<file path="config.mk">
export PLATFORM = sky130hd
export DESIGN_NAME = voxel_raster
export DESIGN_NICKNAME = d
export VERILOG_FILES = /design/src/rtl/voxel_pkg.sv /design/src/rtl/voxel_ram.sv /design/src/rtl/voxel_raster.sv
export SDC_FILE = /design/constraint.sdc
export NUM_CORES = 1
export LEC_CHECK = 0
export CAP_MARGIN = 20
export CORE_AREA = 3 3 194 339
export CTS_BUF_LIST = sky130_fd_sc_hd__clkbuf_8
export CTS_CLUSTER_DIAMETER = 30
export DETAILED_ROUTE_END_ITERATION = 10
export DIE_AREA = 0 0 197 342
export SETUP_SLACK_MARGIN = 0.15
export SLEW_MARGIN = 0
export SYNTH_ARGS = -nofsm -noshare
export SYNTH_HDL_FRONTEND = slang
export SYNTH_HIERARCHICAL = 1
export SYNTH_SLANG_ARGS = --single-unit
</file>
<file path="constraint.sdc">
create_clock -name clk -period 4.3 [get_ports clk]
set_clock_uncertainty 0.05 [all_clocks]
set_input_delay 0.86 -clock clk [delete_from_list [all_inputs] [get_ports clk]]
set_output_delay 0.86 -clock clk [all_outputs]
set_load 0.02 [all_outputs]
</file>
<file path="src/rtl/voxel_pkg.sv">
// Shared encodings for the voxel renderer: view-axis codes, FSM states, depth shading.
// Latency: n/a (types, constants and a pure function only).
// Backpressure: n/a.
package voxel_pkg;

    // View axis codes; code 3 aliases the front view.
    localparam logic [1:0] MODE_FRONT     = 2'd0;
    localparam logic [1:0] MODE_TOP       = 2'd1;
    localparam logic [1:0] MODE_SIDE      = 2'd2;
    localparam logic [1:0] MODE_FRONT_ALT = 2'd3;

    typedef enum logic [1:0] {
        ST_IDLE,
        ST_SCAN,
        ST_WRITE,
        ST_DONE
    } state_e;

    // Nearer voxels are brighter: depth 0 is 8'hFF, each step darker by 256/GRID.
    function automatic logic [7:0] shade(input int unsigned d, input int unsigned gb);
        logic [7:0] step;
        step = 8'(d << (8 - gb));
        return 8'hFF - step;
    endfunction

endpackage

</file>
<file path="src/rtl/voxel_ram.sv">
// GRID^3 x 1 voxel bitmap with one write port and one registered read port, power-up zero.
// Latency: read data valid one cycle after the read address is presented.
// Backpressure: none; writes and reads are accepted every cycle.
module voxel_ram #(
    parameter int VW = 9
) (
    input  logic          clk,
    input  logic          wr_en_i,
    input  logic [VW-1:0] wr_addr_i,
    input  logic          wr_dat_i,
    input  logic [VW-1:0] rd_addr_i,
    output logic          rd_dat_o
);

    // Contents survive reset on purpose; only the power-up value is defined.
    logic [(1<<VW)-1:0] mem_q = '0;
    logic               rd_dat_q;

    // Bitmap write port and synchronous read port.
    always_ff @(posedge clk) begin
        if (wr_en_i) begin
            mem_q[wr_addr_i] <= wr_dat_i;
        end
        rd_dat_q <= mem_q[rd_addr_i];
    end

    assign rd_dat_o = rd_dat_q;

endmodule

</file>
<file path="src/rtl/voxel_raster.sv">
// Projects the voxel grid along the chosen axis and paints depth-shaded CELLxCELL blocks.
// Latency: first framebuffer write 3 cycles after the trigger cycle at the earliest.
// Backpressure: display_on high stalls pixel output (we low, counters/addr hold); scan continues.
module voxel_raster #(
    parameter int GRID       = 8,
    parameter int CELL       = 8,
    parameter int FB_W       = 64,
    parameter int ADDR_W     = 12,
    parameter int START_LINE = 240
) (
    input  logic                      clk,
    input  logic                      reset,
    input  logic                      display_on,
    input  logic [8:0]                hpos,
    input  logic [8:0]                vpos,
    input  logic [1:0]                mode,
    input  logic [7:0]                bg_color,
    input  logic                      vox_we,
    input  logic [3*$clog2(GRID)-1:0] vox_addr,
    input  logic                      vox_din,
    output logic                      vox_ready,
    output logic                      we,
    output logic [ADDR_W-1:0]         addr,
    output logic [7:0]                ram_d,
    output logic                      busy,
    output logic                      frame_done
);
    import voxel_pkg::*;

    localparam int GB   = $clog2(GRID);
    localparam int VW   = 3 * GB;
    localparam int PW   = 2 * $clog2(CELL) + 1;
    localparam logic [GB:0]   DEP_END = (GB+1)'(GRID);
    localparam logic [PW-1:0] PIX_END = PW'(CELL * CELL);
    localparam logic [GB-1:0] COL_MAX = GB'(GRID - 1);

    state_e              state_q, state_d;
    logic [1:0]          mode_q, mode_d;
    logic [7:0]          bg_q, bg_d;
    logic [GB-1:0]       cx_q, cx_d, cy_q, cy_d;
    logic [GB:0]         dep_q, dep_d;      // next depth to issue
    logic                pend_q, pend_d;    // read data for depth dep_q-1 is valid
    logic [PW-1:0]       pix_q, pix_d;      // pixels of this block already emitted
    logic                we_q, we_d;
    logic [ADDR_W-1:0]   addr_q, addr_d;
    logic [7:0]          ram_d_q, ram_d_d;
    logic                busy_q, busy_d;
    logic                done_q, done_d;
    logic                rdy_q, rdy_d;

    logic [VW-1:0]       rd_addr;
    logic                rd_bit;
    logic                trigger;
    logic                emit;
    logic [PW-1:0]       emit_idx;

    // Framebuffer byte address of pixel index pix inside column block (cx,cy).
    function automatic logic [ADDR_W-1:0] pix_addr(input logic [GB-1:0] cx,
                                                   input logic [GB-1:0] cy,
                                                   input logic [PW-1:0] pix);
        int unsigned p, px, py, a;
        p  = 32'(pix);
        px = p % CELL;
        py = p / CELL;
        a  = (32'(cy) * CELL + py) * FB_W + 32'(cx) * CELL + px;
        return a[ADDR_W-1:0];
    endfunction

    assign trigger = (vpos == 9'(START_LINE)) && (hpos == 9'd0);

    // Map (column, depth) to a voxel index {x,y,z} for the latched view axis.
    always_comb begin
        rd_addr = '0;
        case (mode_q)
            MODE_TOP:  rd_addr = {cx_q, dep_q[GB-1:0], cy_q};
            MODE_SIDE: rd_addr = {dep_q[GB-1:0], cy_q, cx_q};
            default:   rd_addr = {cx_q, cy_q, dep_q[GB-1:0]};
        endcase
    end

    voxel_ram #(.VW(VW)) u_ram (
        .clk       (clk),
        .wr_en_i   (vox_we && rdy_q),
        .wr_addr_i (vox_addr),
        .wr_dat_i  (vox_din),
        .rd_addr_i (rd_addr),
        .rd_dat_o  (rd_bit)
    );

    // Next-state, counters and registered-output values.
    always_comb begin
        state_d  = state_q;
        mode_d   = mode_q;
        bg_d     = bg_q;
        cx_d     = cx_q;
        cy_d     = cy_q;
        dep_d    = dep_q;
        pend_d   = pend_q;
        pix_d    = pix_q;
        we_d     = 1'b0;
        addr_d   = addr_q;
        ram_d_d  = ram_d_q;
        busy_d   = busy_q;
        done_d   = 1'b0;
        rdy_d    = rdy_q;
        emit     = 1'b0;
        emit_idx = pix_q;
        case (state_q)
            ST_IDLE: begin
                if (trigger) begin
                    state_d = ST_SCAN;
                    mode_d  = mode;
                    bg_d    = bg_color;
                    cx_d    = '0;
                    cy_d    = '0;
                    dep_d   = '0;
                    pend_d  = 1'b0;
                    busy_d  = 1'b1;
                    rdy_d   = 1'b0;
                end
            end
            ST_SCAN: begin
                // Reads are pipelined: issue dep_q while judging the result for dep_q-1.
                if (pend_q && (rd_bit || dep_q == DEP_END)) begin
                    state_d  = ST_WRITE;
                    ram_d_d  = rd_bit ? shade(32'(dep_q) - 32'd1, 32'(GB)) : bg_q;
                    pix_d    = '0;
                    emit_idx = '0;
                    emit     = !display_on;
                end else begin
                    dep_d  = dep_q + 1'b1;
                    pend_d = 1'b1;
                end
            end
            ST_WRITE: begin
                if (pix_q == PIX_END) begin
                    dep_d  = '0;
                    pend_d = 1'b0;
                    if (cx_q == COL_MAX) begin
                        cx_d = '0;
                        if (cy_q == COL_MAX) begin
                            state_d = ST_DONE;
                            done_d  = 1'b1;
                            busy_d  = 1'b0;
                            rdy_d   = 1'b1;
                        end else begin
                            cy_d    = cy_q + 1'b1;
                            state_d = ST_SCAN;
                        end
                    end else begin
                        cx_d    = cx_q + 1'b1;
                        state_d = ST_SCAN;
                    end
                end else begin
                    emit = !display_on;
                end
            end
            ST_DONE: state_d = ST_IDLE;
            default: state_d = ST_IDLE;
        endcase
        if (emit) begin
            we_d   = 1'b1;
            addr_d = pix_addr(cx_q, cy_q, emit_idx);
            pix_d  = emit_idx + 1'b1;
        end
    end

    // State and output registers; reset drops everything back to an idle, write-free state.
    always_ff @(posedge clk or posedge reset) begin
        if (reset) begin
            state_q <= ST_IDLE;
            mode_q  <= '0;
            bg_q    <= '0;
            cx_q    <= '0;
            cy_q    <= '0;
            dep_q   <= '0;
            pend_q  <= 1'b0;
            pix_q   <= '0;
            we_q    <= 1'b0;
            addr_q  <= '0;
            ram_d_q <= '0;
            busy_q  <= 1'b0;
            done_q  <= 1'b0;
            rdy_q   <= 1'b1;
        end else begin
            state_q <= state_d;
            mode_q  <= mode_d;
            bg_q    <= bg_d;
            cx_q    <= cx_d;
            cy_q    <= cy_d;
            dep_q   <= dep_d;
            pend_q  <= pend_d;
            pix_q   <= pix_d;
            we_q    <= we_d;
            addr_q  <= addr_d;
            ram_d_q <= ram_d_d;
            busy_q  <= busy_d;
            done_q  <= done_d;
            rdy_q   <= rdy_d;
        end
    end

    assign we         = we_q;
    assign addr       = addr_q;
    assign ram_d      = ram_d_q;
    assign busy       = busy_q;
    assign frame_done = done_q;
    assign vox_ready  = rdy_q;

endmodule

</file>
==> impl_metrics.py, run 1 <==
metrics = {
    "run_status": {
        "run_status": "complete, no violations",
    },
    "sta": {
        "timing.hold.ws_ns": 0.417,
        "tightest_slew_ns": 0.854,
        "grt_setup_unrepaired": "no",
        "finalCritPeriodShare": 0.903,
        "finalSetupViolations": 0,
        "fin_crit_ns": 3.88,
        "final.setup.tns_ns": 0,
        "slew_headroom": 0.431,
        "slew_violations": 0,
        "timing.fmax_mhz": 258,
        "hold_violations": 0,
    },
    "logic_synthesis": {
        "yosysSeqAreaShare": 0.663,
        "synth_area_per_cell_um2": 13.5,
        "yosysWarningCount": 6,
        "synth_top_area_cell": "edfxtp_1",
        "synthFlopType": "edfxtp_1",
        "synthesis.area_um2": 25200,
        "synth_most_common_cell": "nor2_1",
        "synth_cells": 1875,
        "synth-edff-count": 512,
        "synth_seq_cells": 567,
        "yosysUniqueCellTypes": 77,
        "synth.top_cell.area_share": 0.609,
        "synthTopCellsByArea": "edfxtp_1, nor2_1, mux4_2",
        "yosys-top-cells-count": "nor2_1, edfxtp_1, mux2i_1",
        "synth_nets": 1932,
        "async_flop_share": 0.0952,
    },
    "cts": {
        "clk_latency_ns": 0.65,
        "h-tree-depth": 3,
        "cts_setup_buffers": 0,
        "tritoncts": "built",
        "root_buffer": "clkbuf_8",
        "postCtsHoldBufs": 0,
        "ctsLongestPathBuffers": 3,
        "cts.clk_slew.worst_paths_ns": 0.06,
        "cts_made_buffers": 86,
        "cts_resized": 0,
        "cts.sinks": 567,
    },
    "critical_path": {
        "setup.worst_path.class": "flip-flop to flip-flop",
        "startpoint_type": "flip-flop",
        "path_cells": "inv_1 > ha_1 > a221oi_1 > a21oi_4 > buf_4 > buf_12 > mux2i_1 > o221ai_1 > o22ai_1 > o21ai_0 > nand3b_1 > a221o_1 > nand4_1",
        "crit_slowest_cell": "o21ai_0",
        "crit_path_max_incr_delay_ns": 0.52,
        "crit_arrival_ns": 4.43,
        "endpoint_kind": "flip-flop",
        "crit_fanout": 87,
        "required_ns": 4.85,
    },
    "grt": {
        "grt_usage": 0.199,
        "antenna_found_initial": 1,
        "grt-ovfl-total": 0,
        "grt_pass1_vias": 16800,
        "grt_pass1_wl_mm": 100,
        "grt_max_degree": 135,
    },
    "power_and_ir_drop": {
        "vdd_ir_drop_max_mv": 0.341,
        "p_leak_nw": 8.94,
        "pwr-share-seq": 0.440,
        "power_frac_clock": 0.309,
        "p_per_area_nw_per_um2": 501,
        "p_int_mw": 9.95,
        "switchingPower_mw": 4.34,
        "p_sw_frac": 0.304,
        "combPwrFrac": 0.251,
    },
    "floorplan": {
        "core_um2": 63200,
        "die_h_um": 342,
        "ios": 66,
        "start_util": 0.400,
        "rows": 122,
        "die_area_um2": 67400,
        "die_w_um": 197,
    },
    "min_path": {
        "hold_class": "flip-flop to flip-flop",
    },
    "placed_design": {
        "gp_congestion": 0.836,
        "dp_hpwl_mm": 40.1,
        "port_buffers": 65,
        "placed_cell_area_um2": 26900,
    },
    "route": {
        "wirelength_mm": 67.2,
        "final_antenna_net_count": 0,
        "drc": 0,
        "firstDrtPassIters": 8,
        "drtIter0Drc": 1368,
        "num_vias": 16000,
        "viasPerCell": 5.64,
        "wl_per_cell_um": 23.7,
    },
    "layout": {
        "final_nets": 2021,
        "syn2layout_area_growth_pct": 13.1,
        "post-route-cell-area_um2": 28500,
        "final_util": 0.452,
        "layout-drive-gt1-share": 0.150,
    },
    "job": {
        "cap_violations": 0,
    },
}
## critical path: cells and delay by family, from the launching register on
kind	cells	cell delay, ns
DFF	1	0.35
AOI/OAI and AO/OA	6	1.54
and+or+nand+nor	2	0.24
buffers and inverters	3	0.85
adders and majority gates	1	0.51
muxes	1	0.17
## cell usage in the layout, fill, tap and decap left out, drive strengths merged, types with 3 or more instances in the layout
cell	netlist	layout
nor2	544	544
edfxtp	512	512
mux2i	120	120
nand2	96	96
clkbuf	96	90
buf	49	82
mux4	72	72
clkdlybuf4s50	0	64
o221ai	58	58
dfrtp	53	53
inv	13	39
a21oi	39	39
o21ai	33	33
o22ai	26	26
clkinv	3	26
ha	15	15
mux2	15	15
nand3	13	13
nor2b	11	11
nor4	9	9
clkinvlp	0	8
a22o	8	8
and3	7	7
nor3	7	7
bufinv	0	6
o211ai	6	6
xor2	5	5
nor3b	5	5
nand4	5	5
and3b	4	4
xnor2	4	4
and2	4	4
o2111ai	4	4
a21o	3	3
a211o	3	3
## flip-flops by register name, indices dropped and copies added (netlist names), 2 cells and up
name and cells:
addr 12, bg_q 8, cx_q 3, cy_q 3, dep_q 4, mode_q 2, pix_q 7, ram_d 8
state_q 2, u_ram/mem_q 512
## layer usage
metal | vias up | routed length [um] | global-route usage
met5 | - | 0 | 0
met4 | 0 | 3500 | 0.105
met3 | 186 | 3930 | 0.0267
met2 | 568 | 36200 | 0.370
met1 | 8141 | 23500 | 0.218
li1 | 7087 | - | -
## power by group through the flow
stage | logic (mW) | clock network [mW] | registers, mW
floorplan | 2.37 | 0 | 6.42
global placement | 3.57 | 0 | 6.40
detailed placement | 3.61 | 0 | 6.41
CTS | 3.62 | 4.53 | 6.29
global route | 3.83 | 4.74 | 6.30
finish | 3.58 | 4.42 | 6.29
## logic make-up after synthesis
| group | count (synthesis) | synth area share |
|---|---|---|
| xor+xnor | 9 | 0.00312 |
| buf+inv | 161 | 0.0333 |
| mux | 207 | 0.119 |
| flops | 567 | 0.663 |
| simple gates | 716 | 0.117 |
| fa+ha+maj | 15 | 0.00743 |
| compound gates | 200 | 0.0567 |
## through the flow
stage	setup WS [ns]	power, mW	instances
2_1_floorplan	1.25	8.79	1875
5_1_grt	0.201	14.9	2836
6_report	0.418	14.3	2836
3_3_place_gp	0.447	9.97	2681
4_1_cts	0.430	14.4	2835
3_5_place_dp	0.460	10.0	2682
## area by class of cell
type	instances	area, um^2
timing repair buffer	146	1340
clock inverter	63	447
sequential	567	16700
fill	5680	34600
tap	806	1010
inverter	16	60.1
clock buffer	90	1240
multi-input combinational	1147	7710
antenna	1	2.50
## path summary, 6_finish.rpt
kind,endpoint,from,cells past startpoint,slack (ns)
setup / recovery,u_ram/rd_dat_o$_DFF_P_,mode_q[0]$_DFFE_PP0P_,13,0.42
hold / removal,ram_d[1]$_DFFE_PP0P_,ram_d[1]$_DFFE_PP0P_,2,0.42
setup reg to reg,u_ram/rd_dat_o$_DFF_P_,mode_q[0]$_DFFE_PP0P_,13,0.42
hold reg to reg,ram_d[1]$_DFFE_PP0P_,ram_d[1]$_DFFE_PP0P_,2,0.42
max in group asynchronous,cx_q[1]$_DFFE_PP0P_,reset,3,2.82
min in group asynchronous,ram_d[2]$_DFFE_PP0P_,reset,2,0.58
No activity file was read; power rests on OpenSTA's default activity.
==> inputs of run 2 (changes only) <==
--- a/config.mk
+++ b/config.mk
@@ -12,6 +12,7 @@
 export DETAILED_ROUTE_END_ITERATION = 10
 export DIE_AREA = 0 0 197 342
 export SETUP_SLACK_MARGIN = 0.15
+export SKIP_LAST_GASP = 1
 export SLEW_MARGIN = 0
 export SYNTH_ARGS = -nofsm -noshare
 export SYNTH_HDL_FRONTEND = slang
==> results of run 2 <==
No change in the layout: final DEF, timing and power equal those of run 1.
